`src/rtl/updown_counter_n.sv`:
```
// updown_counter_n: tick-driven up/down counter behind raw board buttons.
// Buttons are synchronised, debounced and turned into press-to-toggle events.

module ButtonDebounce #(
  parameter int unsigned DB_CYC     = 1,
  parameter bit          ACTIVE_LOW = 1'b1
) (
  input  logic clk,
  input  logic reset_n,
  input  logic i_pin,
  output logic o_press_evt
);

  localparam logic        RELEASED = ACTIVE_LOW;
  localparam int unsigned CW       = (DB_CYC > 1) ? $clog2(DB_CYC) : 1;

  logic          r_sync1;
  logic          r_sync2;
  logic          r_stable;
  logic          r_stable_d;
  logic          r_evt;
  logic [CW-1:0] r_cnt;
  logic          w_level;

  always_ff @(posedge clk or negedge reset_n) begin
    if (!reset_n) begin
      r_sync1 <= RELEASED;
      r_sync2 <= RELEASED;
    end else begin
      r_sync1 <= i_pin;
      r_sync2 <= r_sync1;
    end
  end

  assign w_level = r_sync2 ^ ACTIVE_LOW;

  // Stable level moves only after DB_CYC consecutive disagreeing samples.
  always_ff @(posedge clk or negedge reset_n) begin
    if (!reset_n) begin
      r_stable   <= 1'b0;
      r_stable_d <= 1'b0;
      r_evt      <= 1'b0;
      r_cnt      <= '0;
    end else begin
      r_stable_d <= r_stable;
      r_evt      <= r_stable & ~r_stable_d;
      if (w_level == r_stable) begin
        r_cnt <= '0;
      end else if (r_cnt == CW'(DB_CYC - 1)) begin
        r_stable <= w_level;
        r_cnt    <= '0;
      end else begin
        r_cnt <= r_cnt + 1'b1;
      end
    end
  end

  assign o_press_evt = r_evt;

endmodule

module updown_counter_n #(
  parameter int unsigned F_CLK_HZ       = 25_000_000,
  parameter int unsigned TICK_MS        = 1000,
  parameter int unsigned WIDTH          = 6,
  parameter int unsigned DEBOUNCE_MS    = 10,
  parameter bit          SATURATE       = 1'b0,
  parameter bit          BTN_ACTIVE_LOW = 1'b1
) (
  input  logic             clk,
  input  logic             reset_n,
  input  logic             btn_pause,
  input  logic             btn_dir,
  input  logic             load,
  input  logic [WIDTH-1:0] load_val,
  output logic [WIDTH-1:0] q,
  output logic             dir_up,
  output logic             running,
  output logic             tick,
  output logic             led,
  output logic             at_max,
  output logic             at_min
);

  localparam int unsigned TICK_CYC = (F_CLK_HZ / 1000) * TICK_MS;
  localparam int unsigned DB_RAW   = (F_CLK_HZ / 1000) * DEBOUNCE_MS;
  localparam int unsigned DB_CYC   = (DB_RAW < 1) ? 1 : DB_RAW;
  localparam int unsigned TCW      = (TICK_CYC > 1) ? $clog2(TICK_CYC) : 1;
  localparam logic [WIDTH-1:0] Q_MAX = '1;

  typedef enum logic {RUN, PAUSED} run_state_t;

  logic [TCW-1:0]   r_tick_cnt;
  logic             r_tick;
  run_state_t       r_state;
  logic             r_dir_up;
  logic [WIDTH-1:0] r_q;
  logic             w_pause_evt;
  logic             w_dir_evt;

  ButtonDebounce #(.DB_CYC(DB_CYC), .ACTIVE_LOW(BTN_ACTIVE_LOW)) u_db_pause (
    .clk         (clk),
    .reset_n     (reset_n),
    .i_pin       (btn_pause),
    .o_press_evt (w_pause_evt)
  );

  ButtonDebounce #(.DB_CYC(DB_CYC), .ACTIVE_LOW(BTN_ACTIVE_LOW)) u_db_dir (
    .clk         (clk),
    .reset_n     (reset_n),
    .i_pin       (btn_dir),
    .o_press_evt (w_dir_evt)
  );

  // tick is registered one count early so it lines up with the last count value.
  always_ff @(posedge clk or negedge reset_n) begin
    if (!reset_n) begin
      r_tick_cnt <= '0;
      r_tick     <= 1'b0;
    end else if (TICK_CYC <= 1) begin
      r_tick_cnt <= '0;
      r_tick     <= 1'b1;
    end else begin
      r_tick_cnt <= (r_tick_cnt == TCW'(TICK_CYC - 1)) ? '0 : r_tick_cnt + 1'b1;
      r_tick     <= (r_tick_cnt == TCW'(TICK_CYC - 2));
    end
  end

  always_ff @(posedge clk or negedge reset_n) begin
    if (!reset_n) begin
      r_state  <= RUN;
      r_dir_up <= 1'b1;
    end else begin
      if (w_pause_evt) r_state <= (r_state == RUN) ? PAUSED : RUN;
      if (w_dir_evt)   r_dir_up <= ~r_dir_up;
    end
  end

  // Load beats a step; a step uses the run/direction values from before this edge.
  always_ff @(posedge clk or negedge reset_n) begin
    if (!reset_n) begin
      r_q <= '0;
    end else if (load) begin
      r_q <= load_val;
    end else if (r_tick && (r_state == RUN)) begin
      if (r_dir_up) begin
        if (!(SATURATE && (r_q == Q_MAX))) r_q <= r_q + 1'b1;
      end else begin
        if (!(SATURATE && (r_q == '0))) r_q <= r_q - 1'b1;
      end
    end
  end

  assign q       = r_q;
  assign dir_up  = r_dir_up;
  assign running = (r_state == RUN);
  assign tick    = r_tick;
  assign led     = (TICK_CYC <= 1) ? 1'b1 : (r_tick_cnt < TCW'(TICK_CYC / 2));
  assign at_max  = (r_q == Q_MAX);
  assign at_min  = (r_q == '0);

endmodule

```
`config.mk`:
```
export PLATFORM = sky130hd
export DESIGN_NAME = updown_counter_n
export DESIGN_NICKNAME = d
export VERILOG_FILES = /design/src/rtl/updown_counter_n.sv
export SDC_FILE = /design/constraint.sdc
export NUM_CORES = 1
export LEC_CHECK = 0
export BUFFER_PORTS_ARGS = -buffer_cell sky130_fd_sc_hd__buf_2
export CORE_MARGIN = 4
export CORE_UTILIZATION = 59
export CTS_CLUSTER_SIZE = 10
export DETAILED_ROUTE_END_ITERATION = 8
export PLACE_DENSITY = 0.78
export SETUP_SLACK_MARGIN = 0.15
export SLEW_MARGIN = 20
export SYNTH_ARGS = -nofsm -noshare
export SYNTH_HDL_FRONTEND = slang
export SYNTH_SLANG_ARGS = --single-unit
export TNS_END_PERCENT = 1
```
`constraint.sdc`:
```
create_clock -name clk -period 2 [get_ports clk]
set_input_delay 0.3 -clock clk [delete_from_list [all_inputs] [get_ports clk]]
set_output_delay 0.3 -clock clk [all_outputs]
set_load 0.005 [all_outputs]
```
# == After elaboration in Yosys (flattened, before gate mapping) ==
# Index checks and enable logic that the tools add are counted.
# totals
register_bits,80
inputBits,11
output_inout_bits,12
# op_classes
addsub,5
order_cmp,1
n_eq_ne,7
mux,9
bitwise_logic,10
reduce_logical,5
# ops
cell,count
$mux 18,4
$eq 25x25->1 const B,2
$add 18x1->18 const B,2
$eq 18x18->1 const B,2
$add 25x1->25 const B,1
$lt 25x24->1 const B,1
$mux 25,1
$mux 6,3
$not 1->1,8
$add 6x1->6 const B,1
$eq 6x6->1 const B,1
$logic_not 6->1,1
$sub 6x1->6 const B,1
$reduce_and 2->1,2
$and 1x1->1,2
$eq 1x1->1,2
$reduce_bool 2->1,1
$logic_and 1x1->1,1
$mux 1,1

# == Depth between registers and ports, before layout ==
# Gate-level depths: netlist of the first run.
# logic_depth
depth_word,4
mapped_depth,7

# == Cells and area by module ==
# A second synthesis of the first run with hierarchy kept.
# hier_totals
cells_unflattened,397
hier_area_um2,4066.4
# modules_own_cells
mod,n_inst,cells_per_inst,area_per_inst_um2,seq_area_each_um2
updown_counter_n,1,190,1890.6,852.1
ButtonDebounce (u_db_dir),1,107,1111.1,578.1
ButtonDebounce (u_db_pause),1,100,1064.8,578.1

# == Worst setup path after synthesis of the first run ==
# Ideal clock, no wire load.
# synth_path
kind,reg2reg
start,register r_dir_up (netlist: dir_up)
end,register r_q[4] (netlist: q[4])
setup_ns,0.083
t_arrival_ns,1.721
required_ns,1.917
path_slack_ns,0.197
path_stages_with_launch,8
path_buffers,0
period_less_slack_ns,1.803
path_cell_list,dfstp_2 inv_1 fa_1 a21o_1 a21oi_1 xnor2_1 mux2i_1 o21ai_0
# synth_via
elab_chain_len,3
# synth_lines
item,line,rtl
from (decl),96,logic r_dir_up;
from (signal assigned),135,if (w_dir_evt) r_dir_up <= ~r_dir_up;
$mux 6,146,if (r_dir_up) begin
$mux 6,145,end else if (r_tick && (r_state == RUN)) begin
$mux 6,143,end else if (load) begin
to (signal assigned),144,r_q <= load_val;
to (signal assigned),147,if (!(SATURATE && (r_q == Q_MAX))) r_q <= r_q + 1'b1;
to (signal assigned),149,if (!(SATURATE && (r_q == '0))) r_q <= r_q - 1'b1;
to (decl),97,logic [WIDTH-1:0] r_q;
# No other way between the ends. The select of a mux whose other input is x is not followed.
# A chain may end at the register's enable or synchronous reset.

# == Worst setup path after layout of the first run ==
# layout_path
start,register r_tick_cnt[7]
end,output led
# layout_via
elab_chain_len,1
# layout_lines
item,line,rtl
from (decl),93,logic [TCW-1:0] r_tick_cnt;
from (signal assigned),124,r_tick_cnt <= (r_tick_cnt == TCW'(TICK_CYC - 1)) ? '0 : r_tick_cnt + 1'b1;
$lt 25x24->1,158,assign led = (TICK_CYC <= 1) ? 1'b1 : (r_tick_cnt < TCW'(TICK_CYC / 2));
to (decl),80,"output logic led,"
# No other way between the ends.

==> results of run 1 <==
-- layout make-up --
| type | instances | area, um2 |
|---|---|---|
| flip-flops and latches | 80 | 2010 |
| multi-input cells | 284 | 1910 |
| fillers | 458 | 1810 |
| repair buffers | 40 | 275 |
| clock buffers | 12 | 165 |
| clock inverters | 4 | 98.8 |
| well taps | 77 | 96.3 |
| inverters | 15 | 56.3 |
-- cells by family after synthesis --
logic type / share of synthesized area [%]
adders and majority gates: 3.03
and+or+nand+nor: 25.8
DFF: 50.6
muxes: 1.26
AOI/OAI and AO/OA: 3.03
xor gates and xnor gates: 13.5
buffers and inverters: 2.81
-- power breakdown --
group	internal, mW	switching [mW]
sequential	1.64	0.0328
combinational	0.0723	0.0958
clock	0.934	0.586
total	2.65	0.715
-- worst max-delay path, stage by stage (launching register included) --
cell and delay (ns):
dfrtp_2 0.44, nor4_4 0.29, a21oi_1 0.11, o21ai_1 0.13
a21oi_1 0.09, a211oi_2 0.15, buf_2 0.14
-- repair_timing --
| item | 4_1_cts | 5_1_grt |
|---|---|---|
| hold buffers | 1 | 0 |
| gates resized for setup | 6 | 10 |
| hold endpoints to repair | 37 | 0 |
| setup buffers | 4 | 2 |
| pin swaps | 2 | 11 |
| endpoints found under the setup margin | 17 | 50 |
| cloned | 0 | 0 |
-- routing by layer --
metal	vias to the layer above	share of wire [%]	global-route usage, %
li1	1391	-	-
met1	1369	48	26.1
met2	38	47	28.1
met3	12	3.2	5.01
met4	0	1.5	7.78
met5	-	0	0
-- flip-flops by register name, indices dropped and copies added, names as in the netlist, 6 cells and up --
| signal | count |
|---|---|
| u_db_pause.r_cnt | 18 |
| q | 6 |
| u_db_dir.r_cnt | 18 |
| r_tick_cnt | 25 |
-- layout by cell type (no fill, tap or decap), drive strengths merged, types with 3 or more instances in the layout --
| master | count |
|---|---|
| and4 | 3 |
| xor2 | 28 |
| a21oi | 5 |
| o21ai | 8 |
| and3 | 9 |
| nor2 | 73 |
| xnor2 | 33 |
| mux2i | 5 |
| nand4 | 16 |
| nor4b | 3 |
| dfstp | 5 |
| a211oi | 3 |
| bufinv | 3 |
| nor3 | 8 |
| inv | 15 |
| nand2 | 30 |
| clkbuf | 12 |
| ha | 8 |
| dfrtp | 75 |
| nand2b | 4 |
| nor3b | 3 |
| nand3 | 24 |
| buf | 39 |
| nor4 | 9 |
-- worst max path at each step --
| stage | start | slack [ns] | endpoint | depth (start not counted) |
|---|---|---|---|---|
| floorplan | dir_up$_DFFE_PN1P_ | 0.20 | q[4]$_DFFE_PN0P_ | 7 |
| global placement | dir_up$_DFFE_PN1P_ | 0.16 | q[4]$_DFFE_PN0P_ | 7 |
| detailed placement | dir_up$_DFFE_PN1P_ | 0.04 | q[5]$_DFFE_PN0P_ | 6 |
| CTS | r_tick_cnt[6]$_DFF_PN0_ | 0.003 | led | 6 |
| global route | r_tick_cnt[7]$_DFF_PN0_ | -0.08 | led | 6 |
| finish | r_tick_cnt[7]$_DFF_PN0_ | -0.02 | led | 6 |
-- through the flow --
stage          cells  worst slack (ns)  util, %
2_1_floorplan    388             0.197        -
3_3_place_gp     489             0.155     65.9
3_5_place_dp     489            0.0445     65.9
4_1_cts          510           0.00343     71.0
5_1_grt          512           -0.0849     71.8
6_report         512           -0.0183     71.8
==> results by group, run 1 <==
Worst setup path
  • CP Capture Type: primary output
  • CP startpoint kind: flip-flop
  • Worst flop-to-flop path endpoint: q[5]$_DFFE_PN0P_
  • Worst r2r path cells: 6
  • Worst Path Max Fanout: 2
  • Flop2flop setup slack: 0.10 ns
  • Critical Path RT: 1.70 ns
  • CP Class: flip-flop to primary output
  • Crit path DAT: 1.72 ns
  • Reg2reg start: dir_up$_DFFE_PN1P_

Route
  • Vias/cell: 5.49
  • Via Count: 2810
  • Residual DRC: 0
  • WL per Instance: 14.4 um
  • 1st-pass router iterations: 4
  • 1st-iter DRT viols: 84
  • Final WL: 7390 um
  • Remaining antenna violation count after routing: 0

Floorplanning
  • Die Y: 90.0 um
  • Core Area: 6420 um2
  • IO Pins: 23
  • Die Width: 90.0 um
  • # rows: 29
  • Die area: 8100 um2
  • Initial Util: 61.8%

Final layout
  • # nets final: 450
  • Final Instance Area: 4610 um2
  • Syn-to-layout area delta: 16.2%
  • Share of cells above drive strength 1: 19.8%
  • Antenna Cells: 0

Timing
  • RSZ-0062 raised after global routing: true
  • Slew headroom: 63.8%
  • Worst Max-Slew Pin Slew: 0.543 ns
  • Setup WS post-layout: -0.0183 ns
  • Final worst-path cycle share: 101%
  • Final hold vios: 0
  • Clk_skew: 0.0107 ns
  • Count of pins over their slew limit: 0
  • F_max: 495 MHz
  • Crit path time final: 2.02 ns
  • Setup violators final: 1
  • Hold WS: 0.0402 ns
  • Setup TNS Final: -0.0183 ns

Logic synthesis
  • Syn nets: 408
  • Synth top area share: 47.3%
  • Synth Flop Type: dfrtp_1
  • Synth cell count leaders: dfrtp_1, nor2_1, xnor2_1
  • Most frequent cell after synthesis: dfrtp_1
  • Number of synthesized flops with an enable pin: 0
  • Top post-synthesis cells by area: dfrtp_1, xnor2_1, nor2_1
  • Synth Area per Inst: 10.2 um2
  • Cell taking the most area after synthesis: dfrtp_1
  • Synth cell types: 41
  • Synth Cell Area: 3970 um2
  • Syn Inst Count: 388
  • Post-synthesis async set-or-reset flop share: 100%
  • Synth Warn #: 0
  • Synth Register Bits: 80
  • Sequential element share of the synthesized area: 50.6%

Global route
  • Initial antenna violation count: 0
  • Gr usage total: 18.8%
  • First-pass GRT wire length: 12400 um
  • Vias in the first global route: 2717
  • GRT Residual Overflow: 0
  • Pin count of the biggest net entering global routing: 44

CTS
  • CTS tree: done
  • Clock tree sinks: 80
  • Clock transition at path regs: 0.08 ns
  • Clock tree buffer depth: 2
  • Num CTS Buffers: 9
  • H-tree depth: 3
  • Clk Latency, worst-skew pair: 0.35 ns
  • Root buf cell: clkbuf_8

Run
  • Max cap viols: 0

Power
  • Total power: 3.37 mW
  • Pleak: 2.05 nW
  • Max VDD drop: 468 uV
  • Cell Pwr Density: 730 nW/um2

Worst hold path
  • Worst min-delay path startpoint: btn_pause
  • Hold path cells: 1
  • Hold crit path type: primary input to flip-flop
  • Min-Delay Endpoint: u_db_pause.r_sync1$_DFF_PN1_

Status
  • Failing checks: setup timing
  • Outcome: finished, violations left

Placed design
  • DP Wirelength: 4800 um
  • GP Congestion: 0.804
  • Placed cell areas: 4230 um2
  • Port buffer count: 22
Note: power is estimated with default switching activity, not from simulation.
==> inputs of run 2 (changes only) <==
Settings changed: CELL_PAD_IN_SITES_DETAIL_PLACEMENT set to 1, CELL_PAD_IN_SITES_GLOBAL_PLACEMENT set to 2, CORE_UTILIZATION 59 to 40, PLACE_DENSITY 0.78 to not set, PLACE_DENSITY_LB_ADDON set to 0.15.
==> results by group, run 2 (synthesized netlist as in run 1, its figures left out) <==
Worst setup path
  • Worst Path Max Fanout: 2 (unchanged)
  • CP startpoint kind: flip-flop
  • Crit path DAT: 1.72 ns (about the same)
  • CP endpoint: led
  • Worst flop-to-flop path endpoint: q[5]$_DFFE_PN0P_
  • Flop2flop setup slack: 0.06 ns (-0.04 ns)
  • Start point of the critical path: r_tick_cnt[9]$_DFF_PN0_
  • CP Capture Type: primary output
  • Critical Path RT: 1.70 ns (about the same)
  • Worst r2r path cells: 7 (+1)
  • Reg2reg start: dir_up$_DFFE_PN1P_
  • CP Class: flip-flop to primary output

Global route
  • Pin count of the biggest net entering global routing: 81 (+84%)
  • GRT Residual Overflow: 0 (unchanged)
  • Initial antenna violation count: 0 (unchanged)
  • Vias in the first global route: 3091 (+14%)
  • Gr usage total: 16.1% (-2.7 points)
  • First-pass GRT wire length: 14800 um (+19%)

Timing
  • Setup WS post-layout: -0.0238 ns (-0.00550 ns)
  • Slew headroom: 65.1% (+1.3 points)
  • Setup violators final: 1 (unchanged)
  • Final hold vios: 0 (unchanged)
  • Setup TNS Final: -0.0238 ns (-0.00550 ns)
  • Count of pins over their slew limit: 0 (unchanged)
  • Clk_skew: 0.00928 ns (-0.00141 ns)
  • Crit path time final: 2.02 ns (+0.00550 ns)
  • Final worst-path cycle share: 101% (+0.28 points)
  • Worst Max-Slew Pin Slew: 0.523 ns (-0.0206 ns)
  • F_max: 494 MHz (-0.27%)
  • RSZ-0062 raised after global routing: true

Run
  • Max cap viols: 0 (unchanged)

CTS
  • Root buf cell: clkbuf_8
  • H-tree depth: 3 (unchanged)
  • Clock tree buffer depth: 2 (unchanged)
  • Clock transition at path regs: 0.09 ns (about the same)
  • CTS tree: done
  • Clk Latency, worst-skew pair: 0.35 ns (about the same)
  • Clock tree sinks: 80 (unchanged)
  • Num CTS Buffers: 9 (unchanged)

Floorplanning
  • Die Y: 108 um (+20%)
  • # rows: 36 (+24%)
  • Die Width: 108 um (+20%)
  • Core Area: 9730 um2 (+51%)
  • Initial Util: 40.8% (-21 points)
  • IO Pins: 23 (unchanged)
  • Die area: 11600 um2 (+43%)

Placed design
  • Placed Instances: 550 (+12%)
  • GP Congestion: 0.771 (-4.2%)
  • Port buffer count: 22 (unchanged)
  • DP Wirelength: 5860 um (+22%)
  • Pre-CTS setup slack: 0.108 ns (+0.0633 ns)

Route
  • Vias/cell: 5.01 (-8.8%)
  • 1st-pass router iterations: 4 (unchanged)
  • Residual DRC: 0 (unchanged)
  • Final WL: 8570 um (+16%)
  • Via Count: 2858 (+1.7%)
  • 1st-iter DRT viols: 109 (+30%)
  • WL per Instance: 15.0 um (+4.0%)
  • Remaining antenna violation count after routing: 0 (unchanged)

Final layout
  • Most flop-heavy register: r_tick_cnt
  • # nets final: 453 (+0.67%)
  • Top Registers: r_tick_cnt x25, u_db_dir.r_cnt x18, u_db_pause.r_cnt x18
  • Most common cell after layout, fill and taps aside: nor2_1
  • Fillers: 1095 (+140%)
  • Syn-to-layout area delta: 18.1%
  • Antenna Cells: 0 (unchanged)
  • Cell Count, Final, Fillers Out: 571 (+12%)
  • Most frequent cells in the layout: nor2_1, dfrtp_1, xnor2_1
  • Largest register FFs: 25 (unchanged)
  • Share of cells above drive strength 1: 21.5% (+1.7 points)

Status
  • Failing checks: setup timing
  • Outcome: finished, violations left

Power
  • Max VDD drop: 385 uV (-18%)
  • Pleak: 2.02 nW (-1.3%)
  • Switching share of power: 25.0% (+3.7 points)
  • Int Power: 2.31 mW (-13%)
  • Sequential share of power: 54.5% (+4.7 points)
  • P_sw: 767 uW (+7.3%)
  • Clock power frac: 39.4% (-5.8 points)
  • Logic gate share of total power: 6.1% (+1.1 points)
  • Cell Pwr Density: 656 nW/um2 (-10%)

Worst hold path
  • Hold path cells: 1 (unchanged)
  • Hold crit path type: primary input to flip-flop
==> run 2: power by group through the flow <==
| stage | clock network [mW] | logic (mW) | registers, mW |
|---|---|---|---|
| after CTS | 1.26 | 0.193 | 1.68 |
| after global placement | 0 | 0.168 | 1.70 |
| final | 1.21 | 0.187 | 1.67 |
| after floorplan | 0 | 0.0837 | 1.70 |
| after detailed placement | 0 | 0.178 | 1.71 |
| after global routing | 1.33 | 0.216 | 1.68 |
==> run 2: worst max-delay path: stages, from the launching register on <==
cell and delay (ns):
dfrtp_1 0.42, nor4_4 0.32, a21oi_1 0.11, o21ai_1 0.14
a21oi_1 0.08, a211oi_1 0.15, buf_2 0.14
==> run 2: cell type report <==
| type | count | area [um2] | area share, % |
|---|---|---|---|
| inverters | 15 | 60.1 | 1.28 |
| repair buffers | 43 | 298 | 6.36 |
| flip-flops and latches | 80 | 2020 | 43.1 |
| clock inverters | 6 | 67.6 | 1.44 |
| multi-input cells | 284 | 1950 | 41.6 |
| well taps | 133 | 166 | 3.55 |
| clock buffers | 10 | 128 | 2.72 |
==> run 2: metrics by stage <==
| stage | area, um2 | power [mW] | hold slack, ns | util (%) |
|---|---|---|---|---|
| after CTS | 4650 | 3.13 | 0.00809 | 47.8 |
| after global placement | 4340 | 1.87 | 0.348 | 44.6 |
| final | 4690 | 3.07 | 0.0347 | 48.2 |
| after global routing | 4690 | 3.23 | 0.0105 | 48.2 |
| after floorplan | 3970 | 1.78 | 0.00441 | - |
| after detailed placement | 4340 | 1.88 | 0.351 | 44.6 |
==> run 2: metal layers <==
layer / wire length [um] / GRT usage, % / up-vias
met1: 4010 / 20.5 / 1424
met2: 4230 / 27.3 / 23
met4: 138 / 5.95 / 0
met5: 0 / 0 / -
met3: 196 / 3.18 / 13
li1: - / - / 1398
==> run 2: worst min path at each step <==
stage / to / slack [ns] / from
after floorplan: q[0]$_DFFE_PN0P_ / 0.004 / reset_n
after global placement: u_db_dir.r_sync2$_DFF_PN1_ / 0.35 / u_db_dir.r_sync1$_DFF_PN1_
after detailed placement: u_db_pause.r_sync2$_DFF_PN1_ / 0.35 / u_db_pause.r_sync1$_DFF_PN1_
after CTS: u_db_pause.r_sync1$_DFF_PN1_ / 0.008 / btn_pause
after global routing: u_db_pause.r_sync1$_DFF_PN1_ / 0.01 / btn_pause
final: u_db_pause.r_sync1$_DFF_PN1_ / 0.03 / btn_pause
==> run 2: what timing repair did <==
item                       CTS  global route
buffers inserted             4             0
cloned                       0             0
setup endpoints to repair    8            50
pin swaps                    9             7
resized for setup           16             9
hold buffers                 1             0
hold endpoints to repair    75             0
==> inputs of run 3 (changes only) <==
Settings changed: REMOVE_ABC_BUFFERS set to 1.
==> results by group, run 3 (synthesized netlist as in run 1, its figures left out) <==
Status
  • Outcome: finished, violations left
  • Failing checks: setup timing

Floorplanning
  • Core Area: 9730 um2 (unchanged)
  • # rows: 36 (unchanged)
  • Die Width: 108 um (unchanged)
  • IO Pins: 23 (unchanged)
  • Die area: 11600 um2 (unchanged)
  • Die Y: 108 um (unchanged)
  • Initial Util: 40.8% (unchanged)

Worst setup path
  • Flop2flop setup slack: 0.09 ns (+0.03 ns)
  • Crit-path cells: nor4_2 > buf_4 > a21oi_2 > o21ai_1 > a21oi_1 > a211oi_2 > buf_2
  • Worst Path Max Fanout: 2 (unchanged)
  • CP startpoint kind: flip-flop
  • Critical Path RT: 1.70 ns (about the same)
  • Crit path DAT: 1.73 ns (about the same)
  • CP Class: flip-flop to primary output
  • Start point of the critical path: r_tick_cnt[9]$_DFF_PN0_
  • Reg2reg start: r_tick_cnt[10]$_DFF_PN0_
  • Worst flop-to-flop path endpoint: r_tick_cnt[21]$_DFF_PN0_
  • CP Capture Type: primary output
  • CP endpoint: led
  • Crit-path max cell delay: 0.40 ns (-0.02 ns)
  • Worst r2r path cells: 6 (-1)
  • Critical-path top delay cell: dfrtp_1

Timing
  • Setup WS post-layout: -0.0319 ns (-0.00809 ns)
  • RSZ-0062 raised after global routing: true
  • Setup violators final: 1 (unchanged)
  • Final worst-path cycle share: 102% (+0.40 points)
  • Hold WS: 0.0335 ns (-0.00116 ns)
  • Count of pins over their slew limit: 0 (unchanged)
  • Crit path time final: 2.03 ns (+0.00809 ns)
  • Worst Max-Slew Pin Slew: 0.496 ns (-0.0265 ns)
  • Clk_skew: 0.0111 ns (+0.00179 ns)
  • Final hold vios: 0 (unchanged)
  • F_max: 492 MHz (-0.40%)
  • Slew headroom: 66.9% (+1.8 points)

CTS
  • Clock tree sinks: 80 (unchanged)
  • Num CTS Buffers: 9 (unchanged)
  • Clock transition at path regs: 0.09 ns (about the same)
  • H-tree depth: 3 (unchanged)
  • Clk Latency, worst-skew pair: 0.36 ns (about the same)
  • Root buf cell: clkbuf_8
  • Clock tree buffer depth: 2 (unchanged)
  • CTS tree: done

Route
  • Final WL: 8340 um (-2.7%)
  • Routed length on met2: 3910 um (-7.6%)
  • Routed wl met3: 220 um (+12%)
  • Max Used Layer: met4
  • Via Count: 2860 (+0.070%)
  • Remaining antenna violation count after routing: 0 (unchanged)
  • 1st-pass router iterations: 4 (unchanged)
  • Residual DRC: 0 (unchanged)
  • Vias/cell: 5.02 (+0.25%)
  • WL per Instance: 14.6 um (-2.5%)
  • Post-Route M1 WL: 4110 um (+2.5%)
  • 1st-iter DRT viols: 73 (-33%)

Global route
  • Initial antenna violation count: 0 (unchanged)
  • Vias in the first global route: 3014 (-2.5%)
  • First-pass GRT wire length: 14400 um (-2.5%)
  • Gr usage total: 15.7% (-0.43 points)
  • Pin count of the biggest net entering global routing: 37 (-54%)
  • GRT Residual Overflow: 0 (unchanged)

Placed design
  • DP Wirelength: 5720 um (-2.4%)
  • Placed cell areas: 4340 um2 (about the same)
  • Placed Instances: 548 (-0.36%)
  • Pre-CTS setup slack: 0.0391 ns (-0.0686 ns)
  • Port buffer count: 22 (unchanged)
  • GP Congestion: 0.743 (-3.6%)

Power
  • Pleak: 2.04 nW (+1.1%)
  • Max VDD drop: 248 uV (-36%)
  • Cell Pwr Density: 660 nW/um2 (+0.73%)

Final layout
  • Fillers: 1091 (-0.37%)
  • Largest register FFs: 25 (unchanged)
  • Top Registers: r_tick_cnt x25, u_db_dir.r_cnt x18, u_db_pause.r_cnt x18
  • Syn-to-layout area delta: 22.4%
  • Share of cells above drive strength 1: 26.3% (+4.9 points)
  • Antenna Cells: 0 (unchanged)
  • # nets final: 452 (-0.22%)
  • Most frequent cells in the layout: dfrtp_1, nor2_1, xnor2_1
  • Most common cell after layout, fill and taps aside: dfrtp_1
  • Most flop-heavy register: r_tick_cnt
  • Final Instance Area: 4860 um2 (+3.7%)
  • Cell Count, Final, Fillers Out: 570 (-0.18%)

Run
  • Max cap viols: 0 (unchanged)

Worst hold path
  • Hold crit path type: primary input to flip-flop
-- run 3: final cells by class --
| type | instances | area [um2] | share of cell area, % |
|---|---|---|---|
| clock buffer | 9 | 124 | 2.55 |
| multi-input combinational | 284 | 2090 | 43.1 |
| timing repair buffer | 42 | 303 | 6.23 |
| tap | 133 | 166 | 3.43 |
| inverter | 15 | 61.3 | 1.26 |
| sequential | 80 | 2010 | 41.4 |
| clock inverter | 7 | 96.3 | 1.98 |
-- run 3: power breakdown --
part	internal (mW)	leakage, nW	total [mW]	switching, mW
clock	0.702	0.101	1.33	0.623
combinational	0.0944	0.877	0.203	0.108
sequential	1.64	1.06	1.68	0.0355
total	2.44	2.04	3.21	0.767
-- run 3: metal layers --
| metal | global-route usage (%) | vias up |
|---|---|---|
| met1 | 21.6 | 1419 |
| li1 | - | 1405 |
| met3 | 3.48 | 8 |
| met2 | 24.4 | 28 |
| met5 | 0 | - |
| met4 | 5.77 | 0 |
-- run 3: metrics by stage --
stage	setup TNS (ns)	util [%]	power, mW
6_report	-0.0319	49.9	3.21
3_5_place_dp	0	44.6	1.88
5_1_grt	-0.162	49.9	3.36
3_3_place_gp	0	44.6	1.87
2_1_floorplan	0	-	1.78
4_1_cts	-0.126	48.3	3.25
-- run 3: worst min path at each step --
stage	startpoint	to	slack, ns	cells past startpoint
detailed placement	reset_n	q[4]$_DFFE_PN0P_	0.23	1
global route	btn_pause	u_db_pause.r_sync1$_DFF_PN1_	0.007	1
global placement	reset_n	q[4]$_DFFE_PN0P_	0.24	1
floorplan	reset_n	q[0]$_DFFE_PN0P_	0.004	0
finish	btn_pause	u_db_pause.r_sync1$_DFF_PN1_	0.03	1
CTS	btn_pause	u_db_pause.r_sync1$_DFF_PN1_	0.02	1
-- run 3: what timing repair did --
action | CTS | global route
pin swaps | 15 | 29
endpoints found under the hold margin | 22 | 0
hold buffers | 1 | 0
resized for setup | 25 | 37
endpoints found under the setup margin | 19 | 38
buffers inserted | 4 | 1
-- run 3: critical path, delay by kind of cell (launching register included) --
family / cells / cell delay (ns)
and+or+nand+nor: 1 / 0.29
AOI/OAI and AO/OA: 4 / 0.40
DFF: 1 / 0.40
buffers and inverters: 2 / 0.29
